[config.mk]
export PLATFORM = sky130hd
export DESIGN_NAME = hop_sched_ctrl
export DESIGN_NICKNAME = d
export VERILOG_FILES = /design/src/rtl/hop_sched_pkg.sv /design/src/rtl/hop_sched_ctrl_timer.sv /design/src/rtl/hop_sched_ctrl.sv
export SDC_FILE = /design/constraint.sdc
export NUM_CORES = 1
export LEC_CHECK = 0
export ABC_CLOCK_PERIOD_IN_PS = 2300
export BUFFER_PORTS_ARGS = -buffer_cell sky130_fd_sc_hd__buf_4
export CAP_MARGIN = 20
export CORE_ASPECT_RATIO = 1.5
export CORE_MARGIN = 2
export CORE_UTILIZATION = 49
export CTS_CLUSTER_DIAMETER = 80
export DETAILED_ROUTE_END_ITERATION = 8
export HOLD_SLACK_MARGIN = 0.08
export PLACE_DENSITY = 0.77
export SYNTH_ARGS = -nofsm -noshare
export SYNTH_HDL_FRONTEND = slang
export SYNTH_SLANG_ARGS = --single-unit
export TNS_END_PERCENT = 50
[constraint.sdc]
create_clock -name clk -period 2.3 [get_ports clk]
set_clock_uncertainty 0.1 [all_clocks]
set_input_delay 0.115 -clock clk [delete_from_list [all_inputs] [get_ports clk]]
set_output_delay 0.115 -clock clk [all_outputs]
set_load 0.005 [all_outputs]
[src/rtl/hop_sched_pkg.sv]
// Shared definitions for the hop scheduler: FSM state encoding, default
// sweep constants and the phase-increment step function.
package hop_sched_pkg;

  typedef enum logic [2:0] {
    S_IDLE  = 3'd0,
    S_FETCH = 3'd1,
    S_CAPT  = 3'd2,
    S_LOAD  = 3'd3,
    S_WAIT  = 3'd4,
    S_SYNC  = 3'd5,
    S_TX    = 3'd6
  } state_t;

  localparam int unsigned DEF_NUM_HOPS         = 64;
  localparam int unsigned DEF_SYNC_N           = 16384;
  localparam logic [23:0] DEF_HOP_START_PH_INC = 24'hC00000;
  localparam int unsigned DEF_HOP_DPH_INC      = 131072;

  // Wide arithmetic; the caller truncates to its phase width, which gives the modulo wrap.
  function automatic logic [63:0] next_ph_inc(input logic [63:0] cur, input logic [63:0] step);
    return cur + step;
  endfunction

endpackage

[src/rtl/hop_sched_ctrl_timer.sv]
// Loadable down-counter with a zero flag; load wins over count enable and
// the count saturates at zero.
module sched_timer #(
  parameter int unsigned CNT_WIDTH = 24
) (
  input  logic                 clk,
  input  logic                 reset_n,
  input  logic                 i_load,
  input  logic [CNT_WIDTH-1:0] i_load_val,
  input  logic                 i_en,
  output logic                 o_zero
);

  logic [CNT_WIDTH-1:0] r_cnt;

  always_ff @(posedge clk or negedge reset_n) begin
    if (!reset_n) begin
      r_cnt <= '0;
    end else if (i_load) begin
      r_cnt <= i_load_val;
    end else if (i_en && (r_cnt != '0)) begin
      r_cnt <= r_cnt - 1'b1;
    end
  end

  assign o_zero = (r_cnt == '0);

endmodule

[src/rtl/hop_sched_ctrl.sv]
// Frequency-hop sweep sequencer: per hop it fetches the code, hands it to the
// scan loader, waits for load completion, then runs the sync and TX windows.
module hop_sched_ctrl
  import hop_sched_pkg::*;
#(
  parameter int unsigned PHASE_WIDTH                  = 24,
  parameter int unsigned CODE_WIDTH                   = 32,
  parameter int unsigned HOP_IDX_WIDTH                = 6,
  parameter int unsigned NUM_HOPS                     = DEF_NUM_HOPS,
  parameter int unsigned CNT_WIDTH                    = 24,
  parameter int unsigned SYNC_N                       = DEF_SYNC_N,
  parameter logic [PHASE_WIDTH-1:0] HOP_START_PH_INC  = DEF_HOP_START_PH_INC,
  parameter int unsigned HOP_DPH_INC                  = DEF_HOP_DPH_INC,
  parameter int unsigned LOAD_TIMEOUT                 = 4096
) (
  input  logic                     clk,
  input  logic                     reset_n,
  input  logic                     start,
  input  logic                     abort,
  input  logic                     loop_en,
  input  logic [CNT_WIDTH-1:0]     dwell_len,
  output logic                     code_rd_en,
  output logic [HOP_IDX_WIDTH-1:0] code_addr,
  input  logic [CODE_WIDTH-1:0]    code_data,
  output logic                     load_valid,
  input  logic                     load_ready,
  output logic [CODE_WIDTH-1:0]    load_code,
  input  logic                     load_done,
  output logic                     sync_out,
  output logic                     tx_en,
  output logic [PHASE_WIDTH-1:0]   hop_ph_inc,
  output logic [HOP_IDX_WIDTH-1:0] hop_idx,
  output logic                     busy,
  output logic                     sweep_done,
  output logic                     err
);

  // Timer is loaded with N-1 on entry so a window lasts exactly N cycles.
  localparam logic [HOP_IDX_WIDTH-1:0] LAST_HOP = HOP_IDX_WIDTH'(NUM_HOPS - 1);
  localparam logic [CNT_WIDTH-1:0]     TMO_LD   = CNT_WIDTH'(LOAD_TIMEOUT - 1);
  localparam logic [CNT_WIDTH-1:0]     SYNC_LD  = CNT_WIDTH'(SYNC_N - 1);

  state_t                   r_state, w_state_next;
  logic [HOP_IDX_WIDTH-1:0] r_hop_idx, w_hop_idx_next;
  logic [PHASE_WIDTH-1:0]   r_ph, w_ph_next;
  logic [CNT_WIDTH-1:0]     r_dwell, w_dwell_next;
  logic [CODE_WIDTH-1:0]    r_code, w_code_next;
  logic                     r_err, w_err_next;
  logic                     w_sweep_done_next;
  logic                     r_code_rd_en, r_load_valid, r_sync, r_tx, r_busy, r_sweep_done;
  logic                     w_tmr_load, w_tmr_en, w_tmr_zero;
  logic [CNT_WIDTH-1:0]     w_tmr_val;

  sched_timer #(.CNT_WIDTH(CNT_WIDTH)) u_timer (
    .clk        (clk),
    .reset_n    (reset_n),
    .i_load     (w_tmr_load),
    .i_load_val (w_tmr_val),
    .i_en       (w_tmr_en),
    .o_zero     (w_tmr_zero)
  );

  always_comb begin
    w_state_next      = r_state;
    w_hop_idx_next    = r_hop_idx;
    w_ph_next         = r_ph;
    w_dwell_next      = r_dwell;
    w_code_next       = r_code;
    w_err_next        = r_err;
    w_sweep_done_next = 1'b0;
    w_tmr_load        = 1'b0;
    w_tmr_val         = '0;
    w_tmr_en          = 1'b0;
    if (abort) begin
      w_state_next = S_IDLE;
    end else begin
      case (r_state)
        S_IDLE: begin
          if (start) begin
            w_state_next   = S_FETCH;
            w_hop_idx_next = '0;
            w_ph_next      = HOP_START_PH_INC;
            w_dwell_next   = (dwell_len == '0) ? CNT_WIDTH'(1) : dwell_len;
            w_err_next     = 1'b0;
          end
        end
        S_FETCH: w_state_next = S_CAPT;
        S_CAPT: begin
          w_code_next  = code_data;
          w_state_next = S_LOAD;
        end
        S_LOAD: begin
          if (r_load_valid && load_ready) begin
            w_state_next = S_WAIT;
            w_tmr_load   = 1'b1;
            w_tmr_val    = TMO_LD;
          end
        end
        S_WAIT: begin
          w_tmr_en = 1'b1;
          if (load_done) begin
            w_state_next = S_SYNC;
            w_tmr_load   = 1'b1;
            w_tmr_val    = SYNC_LD;
          end else if (w_tmr_zero) begin
            w_err_next   = 1'b1;
            w_state_next = S_IDLE;
          end
        end
        S_SYNC: begin
          w_tmr_en = 1'b1;
          if (w_tmr_zero) begin
            w_state_next = S_TX;
            w_tmr_load   = 1'b1;
            w_tmr_val    = r_dwell - 1'b1;
          end
        end
        S_TX: begin
          w_tmr_en = 1'b1;
          if (w_tmr_zero) begin
            if (r_hop_idx != LAST_HOP) begin
              w_hop_idx_next = r_hop_idx + 1'b1;
              w_ph_next      = PHASE_WIDTH'(next_ph_inc(64'(r_ph), 64'(HOP_DPH_INC)));
              w_state_next   = S_FETCH;
            end else if (loop_en) begin
              w_hop_idx_next = '0;
              w_ph_next      = HOP_START_PH_INC;
              w_state_next   = S_FETCH;
            end else begin
              w_sweep_done_next = 1'b1;
              w_state_next      = S_IDLE;
            end
          end
        end
        default: w_state_next = S_IDLE;
      endcase
    end
  end

  // Strobes are decoded from the next state so every output is a flop.
  always_ff @(posedge clk or negedge reset_n) begin
    if (!reset_n) begin
      r_state      <= S_IDLE;
      r_hop_idx    <= '0;
      r_ph         <= HOP_START_PH_INC;
      r_dwell      <= CNT_WIDTH'(1);
      r_code       <= '0;
      r_err        <= 1'b0;
      r_code_rd_en <= 1'b0;
      r_load_valid <= 1'b0;
      r_sync       <= 1'b0;
      r_tx         <= 1'b0;
      r_busy       <= 1'b0;
      r_sweep_done <= 1'b0;
    end else begin
      r_state      <= w_state_next;
      r_hop_idx    <= w_hop_idx_next;
      r_ph         <= w_ph_next;
      r_dwell      <= w_dwell_next;
      r_code       <= w_code_next;
      r_err        <= w_err_next;
      r_code_rd_en <= (w_state_next == S_FETCH);
      r_load_valid <= (w_state_next == S_LOAD);
      r_sync       <= (w_state_next == S_SYNC);
      r_tx         <= (w_state_next == S_TX);
      r_busy       <= (w_state_next != S_IDLE);
      r_sweep_done <= w_sweep_done_next;
    end
  end

  assign code_rd_en = r_code_rd_en;
  assign code_addr  = r_hop_idx;
  assign load_valid = r_load_valid;
  assign load_code  = r_code;
  assign sync_out   = r_sync;
  assign tx_en      = r_tx;
  assign hop_ph_inc = r_ph;
  assign hop_idx    = r_hop_idx;
  assign busy       = r_busy;
  assign sweep_done = r_sweep_done;
  assign err        = r_err;

endmodule

=== After elaboration in Yosys (flattened, before gate mapping) ===
Cells that the tools add are included.

* Bits in registers: 120
* Output and inout port bits: 75

* Reduce and logical (&&, ||, !) cells: 15
* Add/subtract/negate cells: 4
* Bitwise gates (word level): 1
* Muxes and demuxes: 44
* Equality and inequality tests: 16

{| class="wikitable"
|+ Operators by type and width
! operator !! count
|-
| $mux 24 || 9
|-
| $pmux 24 s3 || 1
|-
| $logic_not 24->1 || 2
|-
| $pmux 24 s2 || 1
|-
| $sub 24x1->24 const B || 2
|-
| $add 24x18->24 const B || 1
|-
| $mux 6 || 4
|-
| $reduce_bool 24->1 || 1
|-
| $mux 3 || 7
|-
| $pmux 3 s7 || 1
|-
| $mux 1 || 16
|-
| $eq 3x3->1 const B || 5
|-
| $mux 14 || 1
|-
| $mux 12 || 1
|-
| $pmux 6 s2 || 1
|-
| $reduce_and 5->1 || 2
|-
| $eq 3x2->1 const B || 3
|-
| $add 6x1->6 const B || 1
|-
| $eq 3x1->1 const B || 2
|-
| $ne 6x6->1 const B || 1
|-
| $reduce_bool 2->1 || 3
|-
| $ne 2x1->1 const B || 2
|-
| $ne 2x2->1 const B || 2
|-
| $logic_not 3->1 || 1
|-
| other kinds (9) || 10
|}

=== Longest topological paths before layout ===
Gate-level depths: netlist of run 1.

* Word-level depth: 7
* Gate-level depth with buffers: 10
* Gate-level depth less buffers: 10

=== By module ===
A second synthesis of run 1 with hierarchy kept.

* Cell total of the unflattened synthesis: 548
* Area total of the unflattened synthesis: 5694.2 um^2

{| class="wikitable"
|+ Modules (own cells, without submodules)
! module !! seq. area each (um^2) !! area an instance (um^2) !! times used !! cells an instance
|-
| hop_sched_ctrl || 1980.6 || 4196.5 || 1 || 391
|-
| sched_timer || 600.6 || 1497.7 || 1 || 157
|}

=== Worst setup path after synthesis of run 1 ===
OpenSTA, ideal clock, no wires.

* Path type: reg-to-reg
* Start point: register u_timer.r_cnt[11]
* End point: register r_hop_idx[2] (netlist: code_addr[2])
* Slack: -174 ps
* Clock period less this slack: 2474 ps
* Data arrival time: 2236 ps
* Buffers on the path: 1
* Stages on the path, launching flop included: 8
* Library setup time: 138 ps
* Required time: 2062 ps
* Cell sequence: dfrtp_1 > or4_4 > nor3_4 > a31oi_1 > a211o_2 > buf_6 > o41ai_1 > o41ai_1

* Word-level cells in the longest chain between the ends: 3

{| class="wikitable"
|+ RTL lines
! element !! line !! text
|-
| start: declaration || hop_sched_ctrl_timer.sv:14 || <nowiki>logic [CNT_WIDTH-1:0] r_cnt;</nowiki>
|-
| start signal: assignment || hop_sched_ctrl_timer.sv:20 || <nowiki>r_cnt <= i_load_val;</nowiki>
|-
| start signal: assignment || hop_sched_ctrl_timer.sv:22 || <nowiki>r_cnt <= r_cnt - 1'b1;</nowiki>
|-
| $logic_not 24->1 || hop_sched_ctrl_timer.sv:26 || <nowiki>assign o_zero = (r_cnt == '0);</nowiki>
|-
| $ne 2x1->1 (no line) || n/a ||
|-
| $reduce_and 5->1 (no line) || n/a ||
|-
| end signal: assignment || hop_sched_ctrl.sv:157 || <nowiki>r_hop_idx <= w_hop_idx_next;</nowiki>
|-
| end: declaration || hop_sched_ctrl.sv:44 || <nowiki>logic [HOP_IDX_WIDTH-1:0] r_hop_idx, w_hop_idx_next;</nowiki>
|}

Every way passes these cells.
A chain may end at the register's enable or synchronous reset.

=== Worst setup path in the final report of run 1 ===
* Start point: register u_timer.r_cnt[11]
* End point: register r_hop_idx[3] (netlist: code_addr[3])

Same word-level chain as after synthesis.

==> impl_metrics.json, run 1 <==
{
  "status": "complete, but fails checks",
  "violations": "setup timing",
  "drive_gt1_frac": 0.4555,
  "cp.required_ps": 2460,
  "num_rows": 48,
  "fp.dieW_um": 91.98,
  "min_path_cells": 4,
  "wirelength_um": 18620,
  "antenna_left": 0,
  "htreeDepth": 3,
  "ys_warn_count": 0,
  "critPathBufInv": 2,
  "initialDrtViolationCount": 298,
  "io_pins": 138,
  "via_count": 5816,
  "track_usage": 0.3007,
  "cpMostUsedCell": "buf_4",
  "tightest_slew_ps": 748.1,
  "diodes": 0,
  "clockBufferDepth": 2,
  "syn_inst": 555,
  "period_minus_slack_ps": 2542,
  "fmax_mhz": 393.4,
  "cap_violations": 0,
  "worst_setup_path_start_kind": "register",
  "slew_headroom": 0.4983,
  "grt_first_pass_wirelength_um": 29350,
  "r2r_setup_slack_ps": -240,
  "crit_chain": "or4_4, nor3_4, nand4_1, buf_4, a32oi_2, buf_4, nand4_4, o31ai_2",
  "synth-edff-count": 0,
  "final_util": 0.7736,
  "die_h_um": 136.0,
  "ys_ff_latch": 103,
  "drc": 0,
  "slowest_delay_ps": 580,
  "cp.depth": 8,
  "nNetsFinal": 917,
  "drt-pass1-iter-count": 5,
  "dp.final_hpwl_um": 12790,
  "cts_buffers": 9,
  "path_clk_slew_ps": 70,
  "rsz0062_at_grt": "true",
  "synthAdderAreaFrac": 0.01100,
  "synthToLayoutAreaGrowth_pct": 55.16,
  "ys_async_sr_fraction": 1.000,
  "cp-end-kind": "register",
  "overflow": 0,
  "ff2ff_path_depth": 8,
  "portBuffers": 120,
  "crit_type": "register to register",
  "start_util": 0.4986,
  "power.density_mw_per_mm2": 630.3,
  "finalNonFillerCells": 1004,
  "antenna_found_initial": 0,
  "p_leak_nw": 3.988,
  "synth-compound-area-share": 0.1392,
  "whs_ps": 244.9,
  "yosysSeqAreaShare": 0.4537,
  "irDropWorstVdd_mv": 0.4413,
  "yosys.area_share.simple": 0.1810,
  "die-area_mm2": 0.01251,
  "grt_max_degree": 42,
  "core_area_mm2": 0.01141,
  "vias_per_cell": 5.793,
  "min_period_over_period": 1.105,
  "fin_ws_ps": -241.9,
  "gp_congestion": 0.9351,
  "grt_pass1_vias": 5955,
  "hp-class": "input port to register",
  "syn_area_per_cell_um2": 10.25,
  "power_mw": 5.564,
  "path_delay_family": "simple AND/OR/NAND/NOR gates",
  "wl_per_cell_um": 18.55,
  "syn_area_mm2": 0.005689,
  "hold_viol_final": 0,
  "cts_tree": "built",
  "cp_slowest_cell": "or4_4",
  "setup_violations": 35,
  "yosys.area_share.xor_xnor": 0.03387,
  "ys.flop_type": "dfrtp_1",
  "clkLatencyLatePin_ps": 350,
  "synth_top_family_by_area": "simple AND/OR/NAND/NOR gates",
  "fillCellCount": 738,
  "cp.arrival_ps": 2710,
  "placed_area_mm2": 0.007546,
  "root_buffer": "clkbuf_16",
  "synth_mux_area_frac": 0.1144,
  "slew_violations": 0,
  "clock_sinks": 103,
  "final_cell_area_mm2": 0.008827,
  "dp_cells": 915,
  "synth_cell_types": 79,
  "cp_max_fo": 6
}
==> final timing paths <==
path	from	to
setup / recovery	u_timer.r_cnt[11]	code_addr[3]
hold / removal	start	err
setup reg to reg	u_timer.r_cnt[11]	code_addr[3]
hold reg to reg	u_timer.r_cnt[22]	u_timer.r_cnt[22]
max in group asynchronous	reset_n	u_timer.r_cnt[0]
min in group asynchronous	reset_n	load_code[22]
==> cell usage after synthesis, types with 12 or more instances <==
cell,number,share of area
nor3_1,23,0.020
nand3_1,19,0.017
nand2_1,27,0.018
o21ai_0,24,0.021
nor4_1,17,0.019
mux2_2,56,0.11
a21oi_1,13,0.011
inv_1,23,0.015
nor2_1,37,0.024
dfrtp_1,100,0.44
xor2_1,12,0.018
buf_4,23,0.030
==> stage by stage <==
stage | setup TNS [ps] | setup WS [ps]
detailed placement | -4997 | -262.0
global placement | -2354 | -233.8
CTS | -2104 | -191.8
finish | -4583 | -241.9
global route | -7408 | -311.6
floorplan | -326.9 | -62.73
==> cell families (layout without fill, tap and decap cells) <==
family,after synthesis,in the layout
fa+ha+maj,5,5
other cells,1,17
compound gates,110,110
simple gates,186,186
flops,103,103
buf+inv,70,353
xor+xnor,22,22
mux,58,58
==> layer usage <==
metal,vias to the layer above,part of all wire,GRT usage
li1,2619,-,-
met1,2859,0.35,0.3098
met2,268,0.56,0.5842
met3,70,0.048,0.04767
met4,0,0.043,0.1426
met5,-,0,0
==> worst register-to-register path, cell delays in order, from the launching register on <==
cell and delay (ps):
dfrtp_1 400, or4_4 580, nor3_4 200, nand4_1 170
buf_4 180, a32oi_2 250, buf_4 180, nand4_4 120
o31ai_2 270
==> area by class of cell <==
type                       instances  area (µm²)  area share
inverter                          24       100.1     0.01134
tap                              150       187.7     0.02126
sequential                       103        2581      0.2924
multi-input combinational        398        3097      0.3508
clock inverter                     7       71.32    0.008079
clock buffer                       9       225.2     0.02551
timing repair buffer             313        2565      0.2906
==> report_power, final <==
part | internal [mW] | switching (mW)
combinational | 0.954 | 0.627
sequential | 2.17 | 0.269
clock | 0.848 | 0.698
total | 3.97 | 1.59
==> sequential cells by signal, indices dropped and copies added, names as in the netlist <==
name / cells
u_timer.r_cnt: 24
tx_en: 1
r_state: 3
hop_ph_inc: 7
err: 1
code_rd_en: 1
r_dwell: 24
load_code: 32
code_addr: 6
load_valid: 1
sync_out: 1
busy: 1
sweep_done: 1
==> cell usage in the layout (no fill, tap or decap), types with 5 or more instances in the layout <==
master	synthesis	routed
a21oi_1	13	12
xnor2_1	10	9
or4_1	5	5
dfrtp_1	100	100
clkbuf_16	0	9
nand4_1	9	9
buf_6	2	6
nor4_1	17	15
xor2_1	12	12
o21ai_1	1	7
nand3_1	19	18
inv_1	23	19
o31ai_1	8	6
mux2_2	56	56
a221o_1	6	6
and3_1	9	8
a31oi_1	9	6
buf_4	23	244
dlygate4sd3_1	0	59
nand2_1	27	26
nor3_1	23	18
o21ai_0	24	18
nand2b_1	6	5
nor2_1	37	36
and2_1	4	5
conb_1	1	17
==> repair_timing <==
action,CTS,global route
setup buffers,9,5
hold buffers,59,0
endpoints found under the setup margin,42,43
pin swaps,14,5
resized for setup,32,33
hold endpoints to repair,96,0
No activity file was read; power rests on OpenSTA's default activity.
==> inputs of run 2 (changes only) <==
SYNTH_HIERARCHICAL = 1   (was unset)
==> impl_metrics.json, run 2 <==
{
  "status": "complete, but fails checks",
  "violations": "setup timing",
  "reg2reg_from": "u_timer/r_cnt[1]",
  "min_period_over_period": 1.277,
  "ys.flop_type": "dfrtp_1",
  "dp.final_hpwl_um": 11330,
  "cp.required_ps": 2460,
  "fp.dieW_um": 92.02,
  "io_pins": 138,
  "final_cell_mix": "196 x buf_4, 100 x dfrtp_1, 61 x dlygate4sd3_1",
  "slew_headroom": 0.5551,
  "wl_per_cell_um": 19.22,
  "synthAdderAreaFrac": 0.01099,
  "cts_buffers": 9,
  "drc": 0,
  "overflow": 0,
  "root_buffer": "clkbuf_16",
  "htreeDepth": 3,
  "synth_top_family_by_area": "simple AND/OR/NAND/NOR gates",
  "rsz0062_at_grt": "true",
  "fillCellCount": 705,
  "synthTopCellsByCount": "100 x dfrtp_1, 58 x mux2_2, 40 x nand2_1",
  "initialDrtViolationCount": 471,
  "slew_violations": 0,
  "placed_area_mm2": 0.007222,
  "yosysSeqAreaShare": 0.4533,
  "grt_first_pass_wirelength_um": 27810,
  "antenna_left": 0,
  "setup_violations": 44,
  "period_minus_slack_ps": 2938,
  "largest_register_ffs": 32,
  "register_area_mm2": 0.002581,
  "track_usage": 0.2840,
  "num_rows": 48,
  "synth-edff-count": 0,
  "core_area_mm2": 0.01141,
  "fmax_mhz": 340.4,
  "clock_sinks": 103,
  "synth-compound-area-share": 0.1180,
  "cp-end-kind": "register",
  "syn_area_per_cell_um2": 10.39,
  "final_cell_area_mm2": 0.008538,
  "syn_area_mm2": 0.005694,
  "multi_input_area_mm2": 0.003109,
  "diodes": 0,
  "cp_max_fo": 7,
  "grt_pass1_vias": 5637,
  "antenna_found_initial": 0,
  "drt-pass1-iter-count": 5,
  "vias_per_cell": 5.706,
  "power.density_mw_per_mm2": 634.4,
  "min_from": "load_ready",
  "fin_ws_ps": -637.6,
  "synth_cell_types": 68,
  "die_h_um": 136.0,
  "ys_ff_latch": 103,
  "clkLatencyLatePin_ps": 350,
  "hp-class": "input port to register",
  "power_frac_seq": 0.456,
  "cts_tree": "built",
  "ys_async_sr_fraction": 1.000,
  "yosys.area_share.simple": 0.1786,
  "cp.arrival_ps": 3100,
  "internal-power_mw": 3.791,
  "synth.most_common_cell": "dfrtp_1",
  "synthToLayoutAreaGrowth_pct": 49.95,
  "path_clk_slew_ps": 80,
  "hold_viol_final": 0,
  "nNetsFinal": 870,
  "grt_max_degree": 46,
  "ys_warn_count": 6,
  "power_frac_comb": 0.261,
  "worst_setup_path_start_kind": "register",
  "cap_violations": 0,
  "portBuffers": 120,
  "clockBufferDepth": 2,
  "final_util": 0.7482,
  "syn_inst": 548,
  "irDropWorstVdd_mv": 0.6512,
  "synth_mux_area_frac": 0.1213,
  "layout_commonest_cell": "buf_4",
  "start_util": 0.4990,
  "cp-startpoint": "u_timer/r_cnt[1]",
  "synth_top_area_frac": 0.4395,
  "yosys.area_share.xor_xnor": 0.05691,
  "clockPowerShare": 0.284,
  "via_count": 5461,
  "die-area_mm2": 0.01252,
  "drive_gt1_frac": 0.4374,
  "p_switching_mw": 1.626,
  "swShare": 0.3001,
  "p_leak_nw": 3.856,
  "synth_top_area_cell": "dfrtp_1",
  "tightest_slew_ps": 667.3,
  "wirelength_um": 18400,
  "gp_congestion": 0.8770,
  "crit_type": "register to register",
  "synth_area_leaders": "dfrtp_1 44%, mux2_2 11%, xnor2_1 4.2%"
}
[run 2: cell families after synthesis]
logic type,after synthesis
AND/OR/NAND/NOR,177
AO/OA/AOI/OAI,103
flip-flops,103
multiplexers,61
buffers and inverters,61
XOR/XNOR,37
adder cells (fa/ha/maj),5
other,1
[run 2: power groups by stage]
stage	Combinational [mW]	Clock [mW]	Sequential [mW]
floorplan	0.590	0	2.43
global placement	1.21	0	2.44
detailed placement	1.24	0	2.47
CTS	1.34	1.53	2.44
global route	1.51	1.60	2.50
finish	1.41	1.54	2.47
[run 2: layer usage]
metal	part of all wire	global-route usage
met5	0	0
met4	0.033	0.1335
met1	0.36	0.3110
met2	0.55	0.5323
met3	0.055	0.04435
[run 2: repair_timing]
item | CTS | global route
hold buffers | 61 | 0
setup endpoints to repair | 45 | 45
gates resized for setup | 33 | 47
hold endpoints to repair | 99 | 0
setup buffers | 7 | 6
pin swaps | 6 | 9
cloned | 2 | 0
[run 2: stage by stage]
step | worst slack [ps] | total power, mW | TNS [ps] | std cells | hold slack [ps]
floorplan | -753.8 | 3.024 | -25750 | 564 | -280.6
global placement | -569.9 | 3.647 | -16260 | 867 | 26.47
detailed placement | -682.8 | 3.712 | -20570 | 867 | 35.78
CTS | -512.6 | 5.315 | -16440 | 952 | 123.6
global route | -747.2 | 5.614 | -25320 | 957 | 219.6
finish | -637.6 | 5.417 | -20400 | 957 | 162.2
[run 2: worst paths after layout]
| kind | slack, ps | end | depth (start not counted) |
|---|---|---|---|
| max | -640 | code_addr[3] | 11 |
| min | 160 | tx_en | 5 |
| max reg2reg | -640 | code_addr[3] | 11 |
| min reg2reg | 410 | load_code[11] | 1 |
| max in group asynchronous | 1170 | r_dwell[0] | 3 |
| min in group asynchronous | 190 | load_code[1] | 2 |
[run 2: critical path: stages, from the launching register on]
cell and delay (ps):
dfrtp_1 410, inv_2 100, ha_4 120, or4b_4 470, nor4_4 240, nand2_4 110
inv_6 90, nand4b_4 120, a311oi_4 370, o32ai_4 180, or2_4 340, o31ai_4 190
[run 2: cell type report]
cell class	instances	area share
clock buffer	10	0.02799
sequential	103	0.3023
tap	150	0.02198
multi-input combinational	400	0.3642
inverter	18	0.009379
clock inverter	6	0.006301
timing repair buffer	270	0.2679
==> inputs of run 3 (changes only) <==
GPL_TIMING_DRIVEN = 0   (was unset)
SKIP_LAST_GASP = 1   (was unset)
==> impl_metrics.json, run 3 (synthesis gave the netlist of run 2 again) <==
{
  "setup_violations": 45,
  "root_buffer": "clkbuf_16",
  "tightest_slew_ps": 806.3,
  "dp.final_hpwl_um": 11100,
  "wirelength_um": 18500,
  "rsz0062_at_grt": "true",
  "path_clk_slew_ps": 70,
  "clock_sinks": 103,
  "violations": "setup timing",
  "slew_violations": 0,
  "num_rows": 48,
  "layout_commonest_cell": "buf_4",
  "grt_pass1_vias": 5638,
  "period_minus_slack_ps": 3088,
  "nNetsFinal": 868,
  "p_leak_nw": 3.852,
  "cts_buffers": 9,
  "htreeDepth": 3,
  "initialDrtViolationCount": 422,
  "cts_tree": "built",
  "fillCellCount": 734,
  "power.density_mw_per_mm2": 643.1,
  "status": "complete, but fails checks",
  "antenna_found_initial": 0,
  "fmax_mhz": 323.9,
  "whs_ps": 112.4,
  "clockBufferDepth": 2,
  "min_from": "load_ready",
  "cap_violations": 0,
  "antenna_left": 0,
  "cp.required_ps": 2490,
  "start_util": 0.4990,
  "cp_max_fo": 5,
  "worst_setup_path_start_kind": "register",
  "cp-startpoint": "u_timer/r_cnt[1]",
  "fin_ws_ps": -787.5,
  "wl_per_cell_um": 19.37,
  "drt-pass1-iter-count": 6,
  "final_util": 0.7492,
  "diodes": 0,
  "dp_cells": 835,
  "gp_congestion": 0.8517,
  "track_usage": 0.2838,
  "fp.dieW_um": 92.02,
  "portBuffers": 120,
  "io_pins": 138,
  "hp-class": "input port to register",
  "via_count": 5425,
  "irDropWorstVdd_mv": 0.5183,
  "die_h_um": 136.0,
  "synthToLayoutAreaGrowth_pct": 50.14,
  "grt_first_pass_wirelength_um": 27860,
  "drive_gt1_frac": 0.4248,
  "cp-end-kind": "register",
  "clkLatencyLatePin_ps": 350,
  "min_period_over_period": 1.342,
  "largest_register_ffs": 32,
  "finalSetupTns_ps": -27650,
  "crit_type": "register to register",
  "reg2reg_from": "u_timer/r_cnt[1]",
  "slew_headroom": 0.4613,
  "vias_per_cell": 5.681,
  "cp.arrival_ps": 3280,
  "final_cell_mix": "178 x buf_4, 100 x dfrtp_1, 60 x dlygate4sd3_1",
  "overflow": 0,
  "grt_max_degree": 57,
  "die-area_mm2": 0.01252,
  "finalNonFillerCells": 955,
  "core_area_mm2": 0.01141,
  "hold_viol_final": 0,
  "power_mw": 5.498,
  "drc": 0
}
==> run 3: cell types whose count changed in the layout (fill, tap and decap cells not counted), moves of 3 or more <==
| cell | delta |
|---|---|
| clkbuf_8 | +3 |
| nand2_2 | +3 |
| buf_4 | -18 |
| o21ai_2 | -10 |
| buf_2 | +8 |
| clkbuf_1 | +3 |
| nor2_1 | +5 |
| o21ai_0 | +9 |
| clkbuf_16 | +3 |
| nand2_1 | -3 |
| nor2_2 | -3 |
==> run 3: metal layers <==
metal / global-route usage / wire length (µm) / vias up
li1: - / - / 2448
met1: 0.3038 / 6475 / 2670
met2: 0.5274 / 10250 / 232
met3: 0.03603 / 789 / 75
met4: 0.1708 / 983 / 0
met5: 0 / 0 / -
==> run 3: path summary, 6_finish.rpt <==
kind	to	slack [ps]	cells after the start
worst min register to register	load_code[28]	410	1
min in group asynchronous	load_code[30]	290	2
worst min-delay path	r_state[2]	110	5
max in group asynchronous	hop_ph_inc[22]	1070	3
worst max register to register	code_addr[2]	-790	13
worst max-delay path	code_addr[2]	-790	13
==> run 3: worst max-delay path: stages, from the launching register on <==
cell and delay [ps]:
dfrtp_1 410, inv_2 100, ha_4 130, or4b_4 470, nor4_4 230, buf_6 180, nand2_8 60, inv_8 70
nand4b_4 110, a311oi_4 300, o32ai_4 150, buf_4 160, or4b_1 480, nand2_1 70
==> run 3: timing repair <==
action | 4_1_cts | 5_1_grt
setup buffers | 36 | 10
hold buffers | 60 | 0
endpoints found under the hold margin | 114 | 0
resized for setup | 47 | 33
cloned | 4 | 1
endpoints found under the setup margin | 47 | 46
pin swaps | 9 | 6
==> run 3: cell type report <==
| type | instances | area [µm²] | share of cell area |
|---|---|---|---|
| clock buffer | 10 | 229.0 | 0.02678 |
| buffer | 42 | 360.3 | 0.04215 |
| multi-input combinational | 400 | 3112 | 0.3640 |
| clock inverter | 6 | 68.82 | 0.008049 |
| tap | 150 | 187.7 | 0.02195 |
| sequential | 103 | 2581 | 0.3019 |
| timing repair buffer | 226 | 1931 | 0.2258 |
| inverter | 18 | 80.08 | 0.009366 |
==> run 3: where the power goes <==
group	internal [mW]	switching, mW
Clock	0.856	0.724
Combinational	0.893	0.566
Sequential	2.16	0.299
==> run 3: per-stage QoR <==
step	instance area (µm²)	worst slack, ps
after floorplan	5813	-753.8
after global placement	6902	-1341
after detailed placement	6929	-1431
after CTS	8339	-738.7
after global routing	8549	-842.7
final	8549	-787.5
